`src/rtl/btn_conditioner.sv`:
```
// Four independent push-button conditioners: two-flop synchronizer, counting debouncer,
// press/release edge pulses and a per-button auto-repeat generator.
module btn_conditioner #(
  parameter int DEB_CYCLES = 4,
  parameter int REP_DELAY  = 32,
  parameter int REP_RATE   = 8
) (
  input  logic       clk,
  input  logic       rst,
  input  logic [3:0] btn,
  input  logic [3:0] rep_en,
  output logic [3:0] btn_level,
  output logic [3:0] btn_press,
  output logic [3:0] btn_release,
  output logic [3:0] btn_rep,
  output logic       any_press
);

  localparam logic [15:0] DEB_LAST   = 16'(DEB_CYCLES - 1);
  localparam logic [15:0] DELAY_LAST = 16'(REP_DELAY - 1);
  localparam logic [15:0] RATE_LAST  = 16'(REP_RATE - 1);
  localparam logic [15:0] CNT_MAX    = 16'hFFFF;

  typedef enum logic [1:0] {
    IDLE   = 2'd0,
    DELAY  = 2'd1,
    REPEAT = 2'd2,
    HELD   = 2'd3
  } rep_state_t;

  generate
    for (genvar gi = 0; gi < 4; gi++) begin : g_btn
      logic [1:0]  sync_reg;
      logic        level_reg;
      logic [15:0] deb_cnt_reg;
      logic        press_reg;
      logic        release_reg;
      logic        rep_reg;
      logic [15:0] rep_cnt_reg;
      rep_state_t  state_reg;

      logic        sample;
      logic        deb_done;
      logic        rise;
      logic        fall;

      // Raw input is active-low; the synchronized sample is flipped to active-high.
      assign sample   = ~sync_reg[1];
      assign deb_done = (sample != level_reg) && (deb_cnt_reg == DEB_LAST);
      assign rise     = deb_done && sample;
      assign fall     = deb_done && !sample;

      always_ff @(posedge clk) begin
        if (rst) begin
          sync_reg    <= 2'b11;
          level_reg   <= 1'b0;
          deb_cnt_reg <= 16'd0;
          press_reg   <= 1'b0;
          release_reg <= 1'b0;
        end else begin
          sync_reg    <= {sync_reg[0], btn[gi]};
          press_reg   <= rise;
          release_reg <= fall;
          if (sample == level_reg) begin
            deb_cnt_reg <= 16'd0;
          end else if (deb_done) begin
            level_reg   <= sample;
            deb_cnt_reg <= 16'd0;
          end else if (deb_cnt_reg != CNT_MAX) begin
            deb_cnt_reg <= deb_cnt_reg + 16'd1;
          end
        end
      end

      // Release overrides everything, so a repeat due on the release edge is dropped.
      always_ff @(posedge clk) begin
        if (rst) begin
          state_reg   <= IDLE;
          rep_cnt_reg <= 16'd0;
          rep_reg     <= 1'b0;
        end else begin
          rep_reg <= 1'b0;
          if (fall) begin
            state_reg   <= IDLE;
            rep_cnt_reg <= 16'd0;
          end else begin
            case (state_reg)
              IDLE: begin
                if (rise) begin
                  rep_reg     <= 1'b1;
                  rep_cnt_reg <= 16'd0;
                  state_reg   <= rep_en[gi] ? DELAY : HELD;
                end
              end
              DELAY: begin
                if (!rep_en[gi]) begin
                  state_reg   <= HELD;
                  rep_cnt_reg <= 16'd0;
                end else if (rep_cnt_reg == DELAY_LAST) begin
                  rep_reg     <= 1'b1;
                  rep_cnt_reg <= 16'd0;
                  state_reg   <= REPEAT;
                end else if (rep_cnt_reg != CNT_MAX) begin
                  rep_cnt_reg <= rep_cnt_reg + 16'd1;
                end
              end
              REPEAT: begin
                if (!rep_en[gi]) begin
                  state_reg   <= HELD;
                  rep_cnt_reg <= 16'd0;
                end else if (rep_cnt_reg == RATE_LAST) begin
                  rep_reg     <= 1'b1;
                  rep_cnt_reg <= 16'd0;
                end else if (rep_cnt_reg != CNT_MAX) begin
                  rep_cnt_reg <= rep_cnt_reg + 16'd1;
                end
              end
              HELD: begin
                rep_cnt_reg <= 16'd0;
              end
              default: begin
                state_reg   <= IDLE;
                rep_cnt_reg <= 16'd0;
              end
            endcase
          end
        end
      end

      assign btn_level[gi]   = level_reg;
      assign btn_press[gi]   = press_reg;
      assign btn_release[gi] = release_reg;
      assign btn_rep[gi]     = rep_reg;
    end
  endgenerate

  assign any_press = |btn_press;

endmodule

```
`config.mk`:
```
export PLATFORM = sky130hd
export DESIGN_NAME = btn_conditioner
export DESIGN_NICKNAME = d
export VERILOG_FILES = /design/src/rtl/btn_conditioner.sv
export SDC_FILE = /design/constraint.sdc
export NUM_CORES = 1
export LEC_CHECK = 0
export ABC_AREA = 1
export BUFFER_PORTS_ARGS = -buffer_cell sky130_fd_sc_hd__buf_2
export CORE_AREA = 2 2 177 92
export DETAILED_ROUTE_END_ITERATION = 8
export DIE_AREA = 0 0 179 94
export GPL_ROUTABILITY_DRIVEN = 1
export GPL_TIMING_DRIVEN = 1
export MAX_ROUTING_LAYER = met4
export PLACE_DENSITY = 0.77
export SYNTH_ARGS = -nofsm -noshare
export SYNTH_HDL_FRONTEND = slang
export SYNTH_SLANG_ARGS = --single-unit
```
`constraint.sdc`:
```
create_clock -name clk -period 2 [get_ports clk]
set_input_delay 0.3 -clock clk [delete_from_list [all_inputs] [get_ports clk]]
set_output_delay 0.3 -clock clk [all_outputs]
set_load 0.005 [all_outputs]
```
==> results.sh, run 1 <==
export IMPL_run_status="finished, final reports clean"
export IMPL_avgRoutedWirePerCell_um=12.25
export IMPL_syn2layout_area_growth_pct=10.01
export IMPL_highest_attainable_clock_frequency_ghz=0.5324
export IMPL_synth_edff_count=0
export IMPL_power_sequential_fraction_pct=38.1
export IMPL_start_kind="flip-flop"
export IMPL_rr_startpoint="g_btn[1].deb_cnt_reg[1]"
export IMPL_place_hpwl_um=14790
export IMPL_floorplan_core_area_um2=15170
export IMPL_synth_flop_cell="sky130_fd_sc_hd__dfxtp_1"
export IMPL_finish_utilization_pct=68.40
export IMPL_yosys_area_top_type="sky130_fd_sc_hd__dfxtp_1"
export IMPL_drive_above_1_share_pct=11.91
export IMPL_clock_power_share_pct=38.1
export IMPL_start_util_pct=62.18
export IMPL_yosysSeqAreaShare_pct=33.95
export IMPL_clk_insertion_delay_late_ns=0.42
export IMPL_fin_worst_skew_ns=0.01120
export IMPL_worst_slew_pin_slew_ns=0.5797
export IMPL_antenna_nets_post_route=0
export IMPL_min_delay_path_depth=2
export IMPL_async_reset_ff_share_pct=0
export IMPL_boundaryPins=27
export IMPL_finalMaxSlewViolations=0
export IMPL_path_max_fanout=22
export IMPL_die_width_um=179
export IMPL_gr_usage_all_layers_pct=26.50
export IMPL_cts_inserted_buffers=17
export IMPL_rr_endpoint="g_btn[1].rep_cnt_reg[14]"
export IMPL_fp_row_count=32
export IMPL_ys_warnings_count=0
export IMPL_register_area_um2=3203
export IMPL_power_frac_comb_pct=23.7
export IMPL_synth_area_um2=9435
export IMPL_critical_path_endpoint_type="flip-flop"
export IMPL_cts_hold_buf=0
export IMPL_postSynthRegisterBits=160
export IMPL_port_buffers=26
export IMPL_grt_max_degree=25
export IMPL_synthTopCellsByArea="sky130_fd_sc_hd__dfxtp_1 (34%), sky130_fd_sc_hd__nand2_1 (13%), sky130_fd_sc_hd__nor2_1 (9.2%), sky130_fd_sc_hd__inv_1 (7.6%), sky130_fd_sc_hd__nand3_1 (6.4%)"
export IMPL_synth_cell_type_count=43
export IMPL_worst_endpoint_arrival_ns=2.22
export IMPL_setup_worst_path_class="reg -> reg"
export IMPL_final_min_period_over_clock_period_pct=93.92
export IMPL_holdCritPathClass="in -> reg"
export IMPL_ff2ff_setup_slack_ns=0.12
export IMPL_global_route_overflow_total=0
export IMPL_timing_hold_violations_final=0
export IMPL_drt_vias_per_instance=5.323
export IMPL_first_global_vias=8479
export IMPL_n_antenna_cell=0
export IMPL_cellLeakagePower_uw=0.004517
export IMPL_routed_via_count=8996
export IMPL_timing_slew_headroom_pct=61.05
export IMPL_wire_length_of_the_first_global_routing_pass_um=35800
export IMPL_clock_root_buffer="sky130_fd_sc_hd__clkbuf_16"
export IMPL_finalWirelength_um=20710
export IMPL_net_switching_fraction_of_the_power_pct=33.25
export IMPL_post_synth_inst_count=1443
export IMPL_grt_antenna_before_repair=0
export IMPL_drt_first_pass_iters=5
export IMPL_cts_tree="yes"
export IMPL_setup_viol_count_final=0
export IMPL_power_report_internal_total_uw=6118
export IMPL_placedInstanceArea_um2=9666
export IMPL_yosys_area_top_type_share_pct=33.95
export IMPL_net_switching_power_uw=3047
export IMPL_layout_nets=1507
export IMPL_layout_min_cycle_time_ns=1.878
export IMPL_ctsLongestPathBuffers=2
export IMPL_synthesis_area_per_instance_um2=6.539
export IMPL_cellPowerDensity_nw_per_um2=882.9
export IMPL_critical_path_data_required_time_ns=2.34
export IMPL_dieArea_um2=16830
export IMPL_finalHoldWorstSlack_ns=0.05215
export IMPL_postSynthNetCount=1477
export IMPL_gp_congestion=0.9154
export IMPL_max_vdd_ir_drop_uv=661.4
export IMPL_hp_start="btn[2]"
export IMPL_drt_drc=0
export IMPL_maxCapViolCount=0
export IMPL_min_delay_worst_endpoint="g_btn[2].sync_reg[0]"
export IMPL_drt_iter0_markers=581
export IMPL_clk_pin_slew_ns=0.07
export IMPL_multi_input_comb_area_um2=5250
export IMPL_design_area_um2=10380
export IMPL_h_tree_depth=4
export IMPL_number_of_inserted_filler_cells_in_the_final_layout=1310
export IMPL_die_height_um=94
export IMPL_worstRegToRegCells=9
export IMPL_totalNegativeSetupSlack_ns=0
export IMPL_clock_sinks=160
-- worst max path at each step --
stage,startpoint,to,slack [ns],depth (start not counted)
finish,g_btn[1].deb_cnt_reg[1],g_btn[1].rep_cnt_reg[14],0.12,9
CTS,g_btn[1].deb_cnt_reg[1],g_btn[1].rep_cnt_reg[13],0.01,9
detailed placement,g_btn[1].deb_cnt_reg[0],g_btn[1].rep_cnt_reg[14],0.07,9
global placement,g_btn[1].deb_cnt_reg[0],g_btn[1].rep_cnt_reg[10],0.18,10
global route,g_btn[1].deb_cnt_reg[1],g_btn[1].rep_cnt_reg[13],-0.005,9
floorplan,g_btn[1].deb_cnt_reg[0],g_btn[1].deb_cnt_reg[4],0.43,11
-- cells in the final DEF (no fill, tap or decap), types with 23 or more instances in the layout --
cell type                   n
sky130_fd_sc_hd__a21oi_1   76
sky130_fd_sc_hd__buf_2     26
sky130_fd_sc_hd__dfxtp_1  160
sky130_fd_sc_hd__ha_1      23
sky130_fd_sc_hd__inv_1    190
sky130_fd_sc_hd__nand2_1  333
sky130_fd_sc_hd__nand3_1  120
sky130_fd_sc_hd__nand4_1   28
sky130_fd_sc_hd__nor2_1   230
sky130_fd_sc_hd__nor3_1    30
sky130_fd_sc_hd__o21ai_0   36
sky130_fd_sc_hd__xor2_1    23
-- synth_stat cells, drive strengths merged (7+ instances only) --
cell type	count
a21oi	77
a31oi	10
buf	32
dfxtp	160
ha	24
inv	209
nand2	352
nand3	134
nand3b	7
nand4	31
nor2	254
nor3	35
o21ai	41
or2	13
xnor2	17
xor2	23
-- final cells by class --
| type | instances | area share (%) |
|---|---|---|
| Multi-Input combinational cell | 1042 | 50.58 |
| Clock buffer | 18 | 4.231 |
| Timing Repair Buffer | 43 | 2.483 |
| Inverter | 209 | 7.558 |
| Clock inverter | 14 | 1.832 |
| Sequential cell | 160 | 30.86 |
| Tap cell | 204 | 2.459 |
-- worst max-delay path, cell delays in order (launching register included) --
cell	delay, ns
sky130_fd_sc_hd__dfxtp_1	0.38
sky130_fd_sc_hd__ha_1	0.26
sky130_fd_sc_hd__nand2_1	0.10
sky130_fd_sc_hd__nor2_2	0.18
sky130_fd_sc_hd__nand4_2	0.22
sky130_fd_sc_hd__nand2_8	0.20
sky130_fd_sc_hd__inv_2	0.08
sky130_fd_sc_hd__nor2_2	0.15
sky130_fd_sc_hd__nand2_1	0.08
sky130_fd_sc_hd__a21oi_1	0.14
-- metal layers --
layer / vias up / track usage, % / share of wire (%)
li1: 4643 / - / -
met2: 223 / 45.61 / 48
met1: 4093 / 31.22 / 46
met5: - / - / 0
met3: 37 / 4.935 / 4.3
met4: 0 / 9.485 / 1.6
-- through the flow --
| stage | total power (µW) | setup WS (ns) | cells |
|---|---|---|---|
| 2_1_floorplan | 5266 | 0.4324 | 1443 |
| 3_3_place_gp | 5489 | 0.1752 | 1655 |
| 3_5_place_dp | 5574 | 0.07011 | 1655 |
| 4_1_cts | 9066 | 0.01137 | 1687 |
| 5_1_grt | 9663 | -0.004786 | 1690 |
| 6_report | 9164 | 0.1216 | 1690 |
-- logic make-up (layout without fill, tap and decap cells) --
kind of cell    Yosys count  after routing  synth area share, %
simple gates            834            835                39.62
buf+inv                 242            284                11.15
flops                   160            160                33.95
compound gates          143            143                8.381
xor+xnor                 40             40                3.713
fa+ha+maj                24             24                3.183
-- power groups by stage --
stage	registers [µW]	logic [µW]	clock network, µW
6_report	3490	2180	3490
5_1_grt	3520	2480	3660
4_1_cts	3490	2030	3540
3_5_place_dp	3560	2010	0
3_3_place_gp	3550	1940	0
2_1_floorplan	3530	1740	0
-- what timing repair did --
action / 4_1_cts / 5_1_grt
gates resized for setup: 0 / 12
setup endpoints to repair: 0 / 58
buffers inserted: 0 / 2
No activity file was read; power rests on OpenSTA's default activity.
==> inputs of run 2 (changes only) <==
--- a/config.mk
+++ b/config.mk
@@ -7,9 +7,11 @@
 export LEC_CHECK = 0
 export ABC_AREA = 1
 export BUFFER_PORTS_ARGS = -buffer_cell sky130_fd_sc_hd__buf_2
-export CORE_AREA = 2 2 177 92
+export CELL_PAD_IN_SITES_DETAIL_PLACEMENT = 0
+export CELL_PAD_IN_SITES_GLOBAL_PLACEMENT = 2
+export CORE_AREA = 2 2 236 122
 export DETAILED_ROUTE_END_ITERATION = 8
-export DIE_AREA = 0 0 179 94
+export DIE_AREA = 0 0 238 124
 export GPL_ROUTABILITY_DRIVEN = 1
 export GPL_TIMING_DRIVEN = 1
 export MAX_ROUTING_LAYER = met4
==> results.sh, run 2 (synthesis results as in run 1) <==
export IMPL_finalHoldWorstSlack_ns=0.05466
export IMPL_global_route_overflow_total=0
export IMPL_net_switching_fraction_of_the_power_pct=33.14
export IMPL_layout_setup_ws_ns=0.1752
export IMPL_h_tree_depth=4
export IMPL_worst_slew_pin_slew_ns=0.5795
export IMPL_layout_min_cycle_time_ns=1.825
export IMPL_cts_hold_buf=0
export IMPL_power_sequential_fraction_pct=36.9
export IMPL_net_switching_power_uw=3153
export IMPL_drt_drc=0
export IMPL_floorplan_core_area_um2=27330
export IMPL_placedInstanceArea_um2=10050
export IMPL_finish_utilization_pct=39.57
export IMPL_power_report_internal_total_uw=6361
export IMPL_ctsLongestPathBuffers=2
export IMPL_clock_power_share_pct=37.3
export IMPL_register_area_um2=3203
export IMPL_grt_max_degree=29
export IMPL_critical_path_endpoint_type="flip-flop"
export IMPL_clk_pin_slew_ns=0.07
export IMPL_finalMaxSlewViolations=0
export IMPL_min_delay_path_depth=2
export IMPL_drive_above_1_share_pct=13.57
export IMPL_holdCritPathClass="in -> reg"
export IMPL_cellPowerDensity_nw_per_um2=879.8
export IMPL_wire_length_of_the_first_global_routing_pass_um=39960
export IMPL_port_buffers=26
export IMPL_timing_slew_headroom_pct=61.07
export IMPL_avgRoutedWirePerCell_um=13.21
export IMPL_die_width_um=238
export IMPL_timing_hold_violations_final=0
export IMPL_worstRegToRegCells=10
export IMPL_layout_cells_most_common_list="sky130_fd_sc_hd__nand2_1 (334), sky130_fd_sc_hd__nor2_1 (228), sky130_fd_sc_hd__inv_1 (190)"
export IMPL_clock_sinks=160
export IMPL_gp_congestion=0.8107
export IMPL_final_min_period_over_clock_period_pct=91.24
export IMPL_syn2layout_area_growth_pct=14.61
export IMPL_fp_row_count=43
export IMPL_antenna_nets_post_route=0
export IMPL_setup_worst_path_class="reg -> reg"
export IMPL_fin_worst_skew_ns=0.008173
export IMPL_drt_vias_per_instance=4.583
export IMPL_layout_nets=1532
export IMPL_mostFrequentLayoutCell="sky130_fd_sc_hd__nand2_1"
export IMPL_max_vdd_ir_drop_uv=607.0
export IMPL_cts_inserted_buffers=17
export IMPL_power_frac_comb_pct=25.8
export IMPL_totalNegativeSetupSlack_ns=0
export IMPL_first_global_vias=7335
export IMPL_gr_usage_all_layers_pct=17.81
export IMPL_cellLeakagePower_uw=0.004630
export IMPL_finalWirelength_um=24710
export IMPL_clock_root_buffer="sky130_fd_sc_hd__clkbuf_16"
export IMPL_place_hpwl_um=18960
export IMPL_n_antenna_cell=0
export IMPL_die_height_um=124
export IMPL_run_status="finished, final reports clean"
export IMPL_maxCapViolCount=0
export IMPL_setup_viol_count_final=0
export IMPL_clk_insertion_delay_late_ns=0.44
export IMPL_dieArea_um2=29510
export IMPL_path_max_fanout=9
export IMPL_drt_first_pass_iters=5
export IMPL_routed_via_count=8574
export IMPL_design_area_um2=10810
export IMPL_start_kind="flip-flop"
export IMPL_cts_tree="yes"
export IMPL_start_util_pct=34.52
export IMPL_critical_path_data_required_time_ns=2.34
export IMPL_multi_input_comb_area_um2=5274
export IMPL_boundaryPins=27
export IMPL_drt_iter0_markers=674
export IMPL_number_of_inserted_filler_cells_in_the_final_layout=2899
export IMPL_worst_endpoint_arrival_ns=2.16
export IMPL_grt_antenna_before_repair=0
export IMPL_worst_setup_slack_before_clock_tree_synthesis_ns=0.01108
export IMPL_highest_attainable_clock_frequency_ghz=0.5480
-- run 2: cell types whose count changed in the layout (fill, tap and decap cells not counted), moves of 2 or more --
cell,delta
sky130_fd_sc_hd__buf_4,+23
sky130_fd_sc_hd__inv_6,-6
sky130_fd_sc_hd__clkinvlp_4,+3
sky130_fd_sc_hd__ha_1,-3
sky130_fd_sc_hd__nand2_2,-3
sky130_fd_sc_hd__nand2_4,+3
sky130_fd_sc_hd__buf_12,+2
sky130_fd_sc_hd__clkinv_2,+2
sky130_fd_sc_hd__ha_2,+2
sky130_fd_sc_hd__inv_8,-2
sky130_fd_sc_hd__nor2_1,-2
sky130_fd_sc_hd__nor2_4,+2
-- run 2: through the flow --
stage                     cells  total power [µW]
after detailed placement   1833              5805
after floorplan            1443              5266
after global routing       1871             10090
final                      1871              9514
after global placement     1833              5840
after CTS                  1865              9403
-- run 2: power by group through the flow --
stage,combinational (µW),sequential (µW),clock [µW]
2_1_floorplan,1740,3530,0
3_3_place_gp,2260,3580,0
3_5_place_dp,2230,3570,0
4_1_cts,2260,3500,3650
5_1_grt,2760,3530,3800
6_report,2460,3510,3550
-- run 2: cell type report --
| class | count | area share (%) |
|---|---|---|
| clock buffers | 19 | 4.096 |
| well taps | 360 | 4.165 |
| flip-flops and latches | 160 | 29.62 |
| clock inverters | 13 | 1.724 |
| inverters | 209 | 7.278 |
| repair buffers | 68 | 4.350 |
| multi-input cells | 1042 | 48.77 |
-- run 2: worst paths after layout --
check | from | endpoint | slack [ns]
max | g_btn[3].deb_cnt_reg[0] | g_btn[3].deb_cnt_reg[4] | 0.18
min | btn[3] | g_btn[3].sync_reg[0] | 0.05
max reg2reg | g_btn[3].deb_cnt_reg[0] | g_btn[3].deb_cnt_reg[4] | 0.18
min reg2reg | g_btn[1].sync_reg[0] | g_btn[1].sync_reg[1] | 0.41
-- run 2: worst max-delay path: stages (launching register included) --
cell and delay [ns]:
sky130_fd_sc_hd__dfxtp_1 0.38, sky130_fd_sc_hd__ha_2 0.25, sky130_fd_sc_hd__nand3_1 0.11, sky130_fd_sc_hd__nor2_1 0.20, sky130_fd_sc_hd__nand2_1 0.13, sky130_fd_sc_hd__nor2_2 0.12, sky130_fd_sc_hd__nand2_2 0.15, sky130_fd_sc_hd__nand3_1 0.14
sky130_fd_sc_hd__inv_1 0.09, sky130_fd_sc_hd__nor2_1 0.09, sky130_fd_sc_hd__nor2_1 0.05
-- run 2: what timing repair did --
item,in CTS,in global routing
buffers inserted,0,5
gates cloned,0,1
pin swaps,0,4
resized for setup,1,20
endpoints found under the setup margin,3,63
-- run 2: routing by layer --
metal | track usage (%) | vias up | wire [µm]
li1 | - | 4688 | -
met1 | 29.15 | 3751 | 15060
met2 | 20.72 | 121 | 8470
met3 | 3.457 | 14 | 971
met4 | 4.219 | 0 | 210
met5 | - | - | 0
==> inputs of run 3 (changes only) <==
--- a/config.mk
+++ b/config.mk
@@ -5,13 +5,12 @@
 export SDC_FILE = /design/constraint.sdc
 export NUM_CORES = 1
 export LEC_CHECK = 0
-export ABC_AREA = 1
 export BUFFER_PORTS_ARGS = -buffer_cell sky130_fd_sc_hd__buf_2
 export CELL_PAD_IN_SITES_DETAIL_PLACEMENT = 0
 export CELL_PAD_IN_SITES_GLOBAL_PLACEMENT = 2
-export CORE_AREA = 2 2 236 122
+export CORE_AREA = 2 2 214 111
 export DETAILED_ROUTE_END_ITERATION = 8
-export DIE_AREA = 0 0 238 124
+export DIE_AREA = 0 0 216 113
 export GPL_ROUTABILITY_DRIVEN = 1
 export GPL_TIMING_DRIVEN = 1
 export MAX_ROUTING_LAYER = met4
==> results.sh, run 3 <==
export IMPL_run_status="finished, violations left"
export IMPL_failed_checks="setup timing"
export IMPL_number_of_inserted_filler_cells_in_the_final_layout=2071
export IMPL_routed_via_count=8756
export IMPL_place_hpwl_um=18390
export IMPL_clk_pin_slew_ns=0.07
export IMPL_layout_min_cycle_time_ns=2.066
export IMPL_drt_drc=0
export IMPL_first_global_vias=7765
export IMPL_drive_above_1_share_pct=37.84
export IMPL_ys_warnings_count=0
export IMPL_mostFrequentLayoutCell="sky130_fd_sc_hd__buf_4"
export IMPL_die_width_um=216
export IMPL_synth_xor_xnor_area_share_pct=4.277
export IMPL_setup_worst_path_class="reg -> reg"
export IMPL_fp_row_count=39
export IMPL_worst_setup_slack_before_clock_tree_synthesis_ns=-0.1745
export IMPL_grt_setup_unrepaired="yes"
export IMPL_n_antenna_cell=0
export IMPL_global_route_overflow_total=0
export IMPL_start_kind="flip-flop"
export IMPL_h_tree_depth=4
export IMPL_critical_path_endpoint_type="flip-flop"
export IMPL_fin_worst_skew_ns=0.008734
export IMPL_net_switching_fraction_of_the_power_pct=31.87
export IMPL_register_area_um2=3228
export IMPL_critical_path_startpoint="g_btn[0].deb_cnt_reg[1]"
export IMPL_yosys_area_top_type="sky130_fd_sc_hd__dfxtp_1"
export IMPL_wire_length_of_the_first_global_routing_pass_um=41940
export IMPL_grt_antenna_before_repair=0
export IMPL_timing_slew_headroom_pct=62.41
export IMPL_port_buffers=26
export IMPL_postSynthNetCount=1052
export IMPL_synth_adder_area_share_pct=3.491
export IMPL_synth_flop_cell="sky130_fd_sc_hd__dfxtp_1"
export IMPL_finalMaxSlewViolations=0
export IMPL_highest_attainable_clock_frequency_ghz=0.4839
export IMPL_synthTopCellsByArea="sky130_fd_sc_hd__dfxtp_1 (37%), sky130_fd_sc_hd__a21oi_1 (4.4%), sky130_fd_sc_hd__nor2_1 (3.5%), sky130_fd_sc_hd__ha_1 (3.5%), sky130_fd_sc_hd__or4_1 (3.5%)"
export IMPL_cts_tree="yes"
export IMPL_synth_edff_count=0
export IMPL_synthesis_area_per_instance_um2=8.449
export IMPL_clock_root_buffer="sky130_fd_sc_hd__clkbuf_16"
export IMPL_finalWirelength_um=27030
export IMPL_avgRoutedWirePerCell_um=17.18
export IMPL_share_of_the_synthesized_area_in_compound_gates_ao_oa_aoi_oai_pct=18.68
export IMPL_crit_end="g_btn[0].rep_cnt_reg[7]"
export IMPL_timing_hold_violations_final=0
export IMPL_clk_insertion_delay_late_ns=0.44
export IMPL_start_util_pct=38.32
export IMPL_antenna_nets_post_route=0
export IMPL_drt_first_pass_iters=6
export IMPL_die_height_um=113
export IMPL_commonest_cells_post_synth="sky130_fd_sc_hd__dfxtp_1 (160), sky130_fd_sc_hd__nor2_1 (81), sky130_fd_sc_hd__a21oi_1 (75)"
export IMPL_clock_sinks=160
export IMPL_drt_vias_per_instance=5.566
export IMPL_worstRegToRegCells=7
export IMPL_post_synth_inst_count=1018
export IMPL_yosysSeqAreaShare_pct=37.24
export IMPL_maxCapViolCount=0
export IMPL_synth_simple_gate_area_share_pct=30.86
export IMPL_final_min_period_over_clock_period_pct=103.3
export IMPL_holdCritPathClass="in -> reg"
export IMPL_dieArea_um2=24410
export IMPL_floorplan_core_area_um2=22450
export IMPL_finalHoldWorstSlack_ns=0.05126
export IMPL_synth_top_family_by_area="simple AND/OR/NAND/NOR gates"
export IMPL_power_sequential_fraction_pct=32.1
export IMPL_critical_path_data_required_time_ns=2.38
export IMPL_yosys_area_top_type_share_pct=37.24
export IMPL_layout_setup_ws_ns=-0.06642
export IMPL_synth_cell_type_count=73
export IMPL_rr_startpoint="g_btn[0].deb_cnt_reg[1]"
export IMPL_ctsLongestPathBuffers=2
export IMPL_drt_iter0_markers=770
export IMPL_rr_endpoint="g_btn[0].rep_cnt_reg[7]"
export IMPL_cts_inserted_buffers=17
export IMPL_power_frac_comb_pct=34.6
export IMPL_power_report_internal_total_uw=7187
export IMPL_syn2layout_area_growth_pct=44.40
export IMPL_worst_endpoint_arrival_ns=2.44
export IMPL_path_max_fanout=6
export IMPL_most_used_standard_cell_by_instance_count_after_synthesis="sky130_fd_sc_hd__dfxtp_1"
export IMPL_worst_slew_pin_slew_ns=0.5497
export IMPL_synth_mux_area_share_pct=0.9310
export IMPL_async_reset_ff_share_pct=0
export IMPL_multi_input_comb_area_um2=5898
export IMPL_max_vdd_ir_drop_uv=525.5
export IMPL_layout_nets=1287
export IMPL_cellPowerDensity_nw_per_um2=849.4
export IMPL_setup_viol_count_final=29
export IMPL_synth_area_um2=8601
export IMPL_ff2ff_setup_slack_ns=-0.07
export IMPL_postSynthRegisterBits=160
export IMPL_cellLeakagePower_uw=0.004458
export IMPL_report_power_total_uw=10550
export IMPL_net_switching_power_uw=3361
export IMPL_grt_max_degree=23
export IMPL_gr_usage_all_layers_pct=22.18
export IMPL_boundaryPins=27
export IMPL_clock_power_share_pct=33.3
export IMPL_totalNegativeSetupSlack_ns=-0.9298
export IMPL_layout_cells_most_common_list="sky130_fd_sc_hd__buf_4 (219), sky130_fd_sc_hd__dfxtp_1 (140), sky130_fd_sc_hd__nor2_1 (78)"
export IMPL_gp_congestion=0.8436
==> run 3: changes by cell type after synthesis, moves of 19 or more <==
cell	change
sky130_fd_sc_hd__a211oi_1	+21
sky130_fd_sc_hd__and3_1	+24
sky130_fd_sc_hd__clkbuf_1	+26
sky130_fd_sc_hd__inv_1	-164
sky130_fd_sc_hd__inv_2	-19
sky130_fd_sc_hd__nand2_1	-279
sky130_fd_sc_hd__nand3_1	-62
sky130_fd_sc_hd__nor2_1	-150
sky130_fd_sc_hd__nor2_2	-19
sky130_fd_sc_hd__nor3_1	+22
sky130_fd_sc_hd__nor4_1	+23
sky130_fd_sc_hd__o31ai_1	+32
sky130_fd_sc_hd__or4_1	+39
==> run 3: worst min-delay path by stage <==
stage | startpoint | depth (start not counted) | end
floorplan | g_btn[0].sync_reg[0] | 1 | g_btn[0].sync_reg[1]
global placement | g_btn[2].sync_reg[0] | 1 | g_btn[2].sync_reg[1]
detailed placement | g_btn[0].sync_reg[0] | 1 | g_btn[0].sync_reg[1]
CTS | btn[3] | 2 | g_btn[3].sync_reg[0]
global route | btn[3] | 2 | g_btn[3].sync_reg[0]
finish | btn[3] | 2 | g_btn[3].sync_reg[0]
==> run 3: worst max-delay path, stage by stage, from the launching register on <==
cell and delay, ns:
sky130_fd_sc_hd__dfxtp_2 0.35, sky130_fd_sc_hd__ha_4 0.15, sky130_fd_sc_hd__nor4b_4 0.27, sky130_fd_sc_hd__and4_4 0.30
sky130_fd_sc_hd__a21boi_4 0.09, sky130_fd_sc_hd__buf_12 0.16, sky130_fd_sc_hd__or4_4 0.51, sky130_fd_sc_hd__a21oi_2 0.15
==> run 3: per-stage QoR <==
step | util (%) | cells | instance area (µm²)
after floorplan | - | 1018 | 8725
after global routing | 55.33 | 1573 | 12420
final | 55.33 | 1573 | 12420
after CTS | 51.88 | 1553 | 11650
after detailed placement | 47.64 | 1514 | 10690
after global placement | 47.64 | 1514 | 10690
==> run 3: power by group through the flow <==
stage / Sequential (µW) / Clock, µW / Combinational, µW
floorplan: 3450 / 0 / 1440
global placement: 3440 / 0 / 2540
detailed placement: 3440 / 0 / 2540
CTS: 3380 / 3600 / 3060
global route: 3400 / 3710 / 3880
finish: 3380 / 3510 / 3650
==> run 3: area by class of cell <==
type	instances	share of cell area (%)
multi-input cells	779	47.49
flip-flops and latches	160	25.99
repair buffers	269	17.60
clock buffers	22	3.979
well taps	307	3.093
clock inverters	10	1.058
inverters	26	0.7858
==> run 3: layer usage <==
metal,GRT usage (%),part of all wire [%],vias to the layer above
li1,-,-,4359
met1,36.31,56,4161
met2,26.26,37,219
met3,4.274,5.5,17
met4,5.114,0.90,0
met5,-,0,-
==> run 3: kinds of logic after synthesis <==
family	Yosys count
AO/OA/AOI/OAI	243
XOR/XNOR	42
adder cells (fa/ha/maj)	24
buffers and inverters	80
flip-flops	160
multiplexers	8
AND/OR/NAND/NOR	461
==> run 3: what timing repair did <==
action / in CTS / in global routing
resized for setup: 42 / 128
setup buffers: 4 / 18
cloned: 3 / 4
pin swaps: 23 / 60
setup endpoints to repair: 64 / 79
hold buffers: 0 / 0
